==> src/rtl/imem_loader_pkg.sv <==
// Shared types and constants for the instruction memory loader.
package imem_loader_pkg;

    localparam int unsigned BYTE_W         = 8;
    localparam int unsigned BYTES_PER_WORD = 2;

    typedef enum logic [2:0] {
        CNT_HI = 3'd0,
        CNT_LO = 3'd1,
        DAT_HI = 3'd2,
        DAT_LO = 3'd3,
        WRITE  = 3'd4,
        CSUM   = 3'd5,
        DONE   = 3'd6,
        ERR    = 3'd7
    } state_t;

endpackage

==> src/rtl/imem_loader_byte_pair_assembler.sv <==
// Shifts accepted bytes into an instruction word (high byte first); with
// IMEM_LOADER_CSUM_EN it also keeps a running XOR of every shifted byte.
module byte_pair_assembler
    import imem_loader_pkg::*;
#(
    parameter int unsigned WORD_W = BYTE_W * BYTES_PER_WORD
) (
    input  logic              clk,
    input  logic              rst_n,
    input  logic              shift,
    input  logic [BYTE_W-1:0] in_data,
`ifdef IMEM_LOADER_CSUM_EN
    input  logic              clear,
    output logic [BYTE_W-1:0] csum,
`endif
    output logic [WORD_W-1:0] word
);

    always_ff @(posedge clk or negedge rst_n) begin
        if (!rst_n) begin
            word <= '0;
        end else if (shift) begin
            word <= {word[WORD_W-BYTE_W-1:0], in_data};
        end
    end

`ifdef IMEM_LOADER_CSUM_EN
    // Cleared while waiting for a new image so each image starts from zero.
    always_ff @(posedge clk or negedge rst_n) begin
        if (!rst_n) begin
            csum <= '0;
        end else if (clear) begin
            csum <= '0;
        end else if (shift) begin
            csum <= csum ^ in_data;
        end
    end
`endif

endmodule

==> src/rtl/imem_loader.sv <==
// Loads a big-endian word-count-prefixed byte stream into instruction memory
// and holds the CPU in reset until done. Optional macro: IMEM_LOADER_CSUM_EN.
module imem_loader
    import imem_loader_pkg::*;
#(
    parameter int unsigned ADDR_W    = 8,
    parameter int unsigned DATA_W    = BYTE_W * BYTES_PER_WORD,
    parameter int unsigned BASE_ADDR = 0
) (
    input  logic              CLK,
    input  logic              RST,
    input  logic              start,
    input  logic              in_valid,
    input  logic [BYTE_W-1:0] in_data,
    output logic              in_ready,
    output logic              we,
    output logic [ADDR_W-1:0] write_addr,
    output logic [DATA_W-1:0] write_data,
    output logic              cpu_hold,
    output logic              done,
    output logic              error
);

    localparam int unsigned CAPACITY = (32'd1 << ADDR_W) - BASE_ADDR;
    localparam int unsigned CNT_W    = ADDR_W + 1;

    state_t              state_q, state_d;
    logic [BYTE_W-1:0]   count_hi_q;
    logic [CNT_W-1:0]    remaining_q;
    logic [2*BYTE_W-1:0] count_w;
    logic                accept;
    logic                shift;
    logic                csum_ok;

    function automatic logic accepts_bytes(input state_t s);
`ifdef IMEM_LOADER_CSUM_EN
        return s inside {CNT_HI, CNT_LO, DAT_HI, DAT_LO, CSUM};
`else
        return s inside {CNT_HI, CNT_LO, DAT_HI, DAT_LO};
`endif
    endfunction

    assign accept  = in_valid && in_ready;
    assign count_w = {count_hi_q, in_data};
    assign shift   = accept && (state_q == DAT_HI || state_q == DAT_LO);

    byte_pair_assembler #(.WORD_W(DATA_W)) u_asm (
        .clk     (CLK),
        .rst_n   (RST),
        .shift   (shift),
        .in_data (in_data),
`ifdef IMEM_LOADER_CSUM_EN
        .clear   (state_q == CNT_HI),
        .csum    (),
`endif
        .word    (write_data)
    );

`ifdef IMEM_LOADER_CSUM_EN
    assign csum_ok = (in_data == u_asm.csum);
`else
    assign csum_ok = 1'b1;
`endif

    // Next-state decode
    always_comb begin
        state_d = state_q;
        case (state_q)
            CNT_HI: if (accept) state_d = CNT_LO;
            CNT_LO: begin
                if (accept) begin
                    if (count_w == '0) begin
`ifdef IMEM_LOADER_CSUM_EN
                        state_d = CSUM;
`else
                        state_d = DONE;
`endif
                    end else if (32'(count_w) > CAPACITY) begin
                        state_d = ERR;
                    end else begin
                        state_d = DAT_HI;
                    end
                end
            end
            DAT_HI: if (accept) state_d = DAT_LO;
            DAT_LO: if (accept) state_d = WRITE;
            WRITE: begin
                if (remaining_q == CNT_W'(1)) begin
`ifdef IMEM_LOADER_CSUM_EN
                    state_d = CSUM;
`else
                    state_d = DONE;
`endif
                end else begin
                    state_d = DAT_HI;
                end
            end
`ifdef IMEM_LOADER_CSUM_EN
            CSUM: if (accept) state_d = csum_ok ? DONE : ERR;
`endif
            DONE:    if (start) state_d = CNT_HI;
            ERR:     if (start) state_d = CNT_HI;
            default: state_d = CNT_HI;
        endcase
    end

    // State and status outputs are registered from the next state
    always_ff @(posedge CLK or negedge RST) begin
        if (!RST) begin
            state_q  <= CNT_HI;
            in_ready <= 1'b1;
            we       <= 1'b0;
            done     <= 1'b0;
            error    <= 1'b0;
            cpu_hold <= 1'b1;
        end else begin
            state_q  <= state_d;
            in_ready <= accepts_bytes(state_d);
            we       <= (state_d == WRITE);
            done     <= (state_d == DONE);
            error    <= (state_d == ERR);
            cpu_hold <= (state_d != DONE);
        end
    end

    // Word count, remaining words and write address
    always_ff @(posedge CLK or negedge RST) begin
        if (!RST) begin
            count_hi_q  <= '0;
            remaining_q <= '0;
            write_addr  <= ADDR_W'(BASE_ADDR);
        end else begin
            if (state_q == CNT_HI && accept) begin
                count_hi_q <= in_data;
            end
            if (state_q == CNT_LO && accept) begin
                remaining_q <= CNT_W'(count_w);
            end
            if (state_q == WRITE) begin
                remaining_q <= remaining_q - CNT_W'(1);
                write_addr  <= write_addr + ADDR_W'(1);
            end
            if ((state_q == DONE || state_q == ERR) && start) begin
                write_addr <= ADDR_W'(BASE_ADDR);
            end
        end
    end

    logic unused_ok;
    assign unused_ok = csum_ok;

endmodule

==> config.mk <==
export PLATFORM = sky130hd
export DESIGN_NAME = imem_loader
export DESIGN_NICKNAME = d
export VERILOG_FILES = /design/src/rtl/imem_loader_pkg.sv /design/src/rtl/imem_loader_byte_pair_assembler.sv /design/src/rtl/imem_loader.sv
export SDC_FILE = /design/constraint.sdc
export NUM_CORES = 1
export LEC_CHECK = 0
export CORE_ASPECT_RATIO = 2
export CORE_UTILIZATION = 52
export DETAILED_ROUTE_END_ITERATION = 8
export PLACE_DENSITY = 0.79
export SKIP_CTS_REPAIR_TIMING = 1
export SYNTH_ARGS = -nofsm -noshare
export SYNTH_HDL_FRONTEND = slang
export SYNTH_HIERARCHICAL = 1
export SYNTH_SLANG_ARGS = --single-unit
==> constraint.sdc <==
create_clock -name CLK -period 2 [get_ports CLK]
set_input_delay 0.5 -clock CLK [delete_from_list [all_inputs] [get_ports CLK]]
set_output_delay 0.5 -clock CLK [all_outputs]
set_load 0.005 [all_outputs]
==> impl_metrics.ini <==
[floorplanning]
fp.coreArea_mm2 = 0.004297
die_w_um = 49.23
design.die.area_mm2 = 0.004748
rows = 34
start_util_pct = 53.99
die-height_um = 96.46
boundaryPins = 41

[critical_path]
cp.depth = 5
worst-r2r-cell-count = 6
cp-end-kind = register
crit-reg2reg-capture = done$_DFF_PN0_
rrSetupSlack_ps = 130
critPathMaxFanout = 3
path_cells = clkdlybuf4s50_1, or4_4, o21a_1, o21a_1, o211a_1
cpPeakStageDelay_ps = 590
path_buf_inv = 1
cp-startpoint = in_data[0]
worstSetupStartpointType = input pin
cp-endpoint = done$_DFF_PN0_
crit_top_cell = o21a_1
cp_slowest_cell = or4_4
crit_arrival_ps = 2150
required_ps = 2190
critPathKind = in2reg
r2r-start = remaining_q[1]$_DFFE_PN0P_
crit_family = compound AO/OA/AOI/OAI gates

[logic_synthesis]
synth_top_area_share_pct = 50.70
ys_types = 51
synth.area.top_cells = dfrtp_1, mux2_4, mux2_1
syn_area_per_cell_um2 = 12.21
synthesis.area_mm2 = 0.002320
syn_nets = 205
synth-seq-cells = 49
yosysSeqAreaShare_pct = 52.97
synth_edf_count = 0
synthFlopType = dfrtp_1
synth-async-reset-ratio_pct = 100.0
synthCells = 190
ys_warn_count = 6
synth_top_area_cell = dfrtp_1

[routing]
detail_route.iter0.violations = 23
finalWirelength_um = 5089
ant_nets = 0
num_vias = 1763
wire_per_inst_um = 16.69
first_pass_iters = 4
vias_per_cell = 5.780
drc = 0

[grt]
gr-usage-all-layers_pct = 24.14
antenna_found_initial = 0
grt_pass1_wl_um = 8459
gr-usage-met2_pct = 46.23
grt_overflow = 0
grt_use_met1_pct = 24.08
grt_most_used_layer = met2
grt_max_degree = 50
gr-usage-met3_pct = 3.599
grt_pass1_vias = 1792

[final_layout]
final_cell_area_mm2 = 0.003000
drive_above_1_share_pct = 22.31
final_common_cell = dfrtp_1
layout_common_cells = dfrtp_1, clkdlybuf4s50_1, buf_4
fin_nets = 265
syn2layout_area_growth_pct = 29.34
diodes = 0
fillers = 330

[timing]
min_period_ps = 1955
fin_skew_ps = 7.235
worst-slew-pin-transition_ps = 450.7
fmax_mhz = 511.4
maxSlewViolCount = 0
period_share_pct = 97.77
finalSetupViolCount = 0
setup_tns_ps = 0
rsz0062_at_grt = false
max_slew_margin_pct = 69.89
hold_viol_final = 0

[clocking]
clkSinkCount = 49
clk_latency_ps = 300
cts_made_buffers = 5
tritoncts = done
cts_root_buf = clkbuf_8
clock_path_buffers = 2
cts_max_level = 2
clkTransAtPathRegs_ps = 90

[pwr]
p_leak_uw = 0.001300
p_per_area_mw_per_mm2 = 1460
vdd_drop_max_mv = 0.9052

[hold_path]
min_path_type = in2async

[placed_design]
io_buffers = 40
globalplace.congestion = 0.8471
placedInstanceArea_mm2 = 0.002903
dp_hpwl_um = 3893

[outcome]
status = complete, no violations

[flow_run]
cap_violations = 0
[worst min path at each step]
stage,slack (ps),endpoint,cells after the start,startpoint
after CTS,170,u_asm/word[2]$_DFFE_PN0P_,2,RST
after detailed placement,490,count_hi_q[5]$_DFFE_PN0P_,1,count_hi_q[5]$_DFFE_PN0P_
after floorplan,200,count_hi_q[0]$_DFFE_PN0P_,0,RST
after global placement,480,count_hi_q[5]$_DFFE_PN0P_,1,count_hi_q[5]$_DFFE_PN0P_
after global routing,190,u_asm/word[10]$_DFFE_PN0P_,2,RST
final,160,u_asm/word[2]$_DFFE_PN0P_,2,RST
[sequential cells by signal, summed over array words and instances, names as in the netlist, 3 cells and up]
| name | cells |
|---|---|
| remaining_q | 9 |
| u_asm/word | 16 |
| state_q | 3 |
| count_hi_q | 8 |
| write_addr | 8 |
[power breakdown]
group	leakage, µW	switching, µW	total, µW	internal, µW
Sequential	0.000597	409	1880	1470
Combinational	0.000659	721	1910	1190
Clock	0.0000445	345	594	249
[metal layers]
layer	vias up	wire [µm]	share of wire, %
met3	12	141	2.8
met2	39	2903	57
met4	0	189	3.7
li1	821	-	-
met1	891	1853	36
met5	-	0	0
[stage by stage]
step	power, µW	hold slack (ps)	util, %	worst slack (ps)	instances
after floorplan	2871	204.4	-	226.2	190
after global placement	3732	475.5	67.56	-311.3	297
after detailed placement	3815	490.6	67.56	-325.1	297
after CTS	4419	170.9	69.66	-8.279	305
after global routing	4682	187.5	69.83	27.53	305
final	4379	162.4	69.83	44.66	305
[synth_stat cells, types with 3 or more instances]
cell       n
nand3_1    5
nor3_1     7
a21oi_1    3
or3_1      3
mux2_1     8
ha_1       3
nand2_1   13
buf_2      4
and3_1     4
o211ai_1   7
nand4_1    4
mux2_4    10
inv_1      3
xor2_1     3
mux2_2     6
nor2_1    13
xnor2_1    3
or4_1      3
dfrtp_1   47
[layout make-up]
cell class	instances	area, µm²	share of cell area (%)
Sequential cell	49	1229	40.95
Clock inverter	3	21.27	0.7089
Timing Repair Buffer	62	585.6	19.52
Inverter	3	11.26	0.3753
Tap cell	54	67.56	2.252
Clock buffer	5	68.82	2.294
Multi-Input combinational cell	129	1017	33.90
[kinds of logic (layout without fill, tap and decap cells)]
family | Yosys count | after routing | share of synthesized area (%)
AOI/OAI and AO/OA | 32 | 32 | 11.27
xor gates and xnor gates | 6 | 6 | 2.266
adders and majority gates | 3 | 3 | 1.618
buffers and inverters | 12 | 73 | 3.506
DFF | 49 | 49 | 52.97
muxes | 24 | 24 | 13.27
and+or+nand+nor | 64 | 64 | 15.10
No activity file was read; power rests on OpenSTA's default activity.
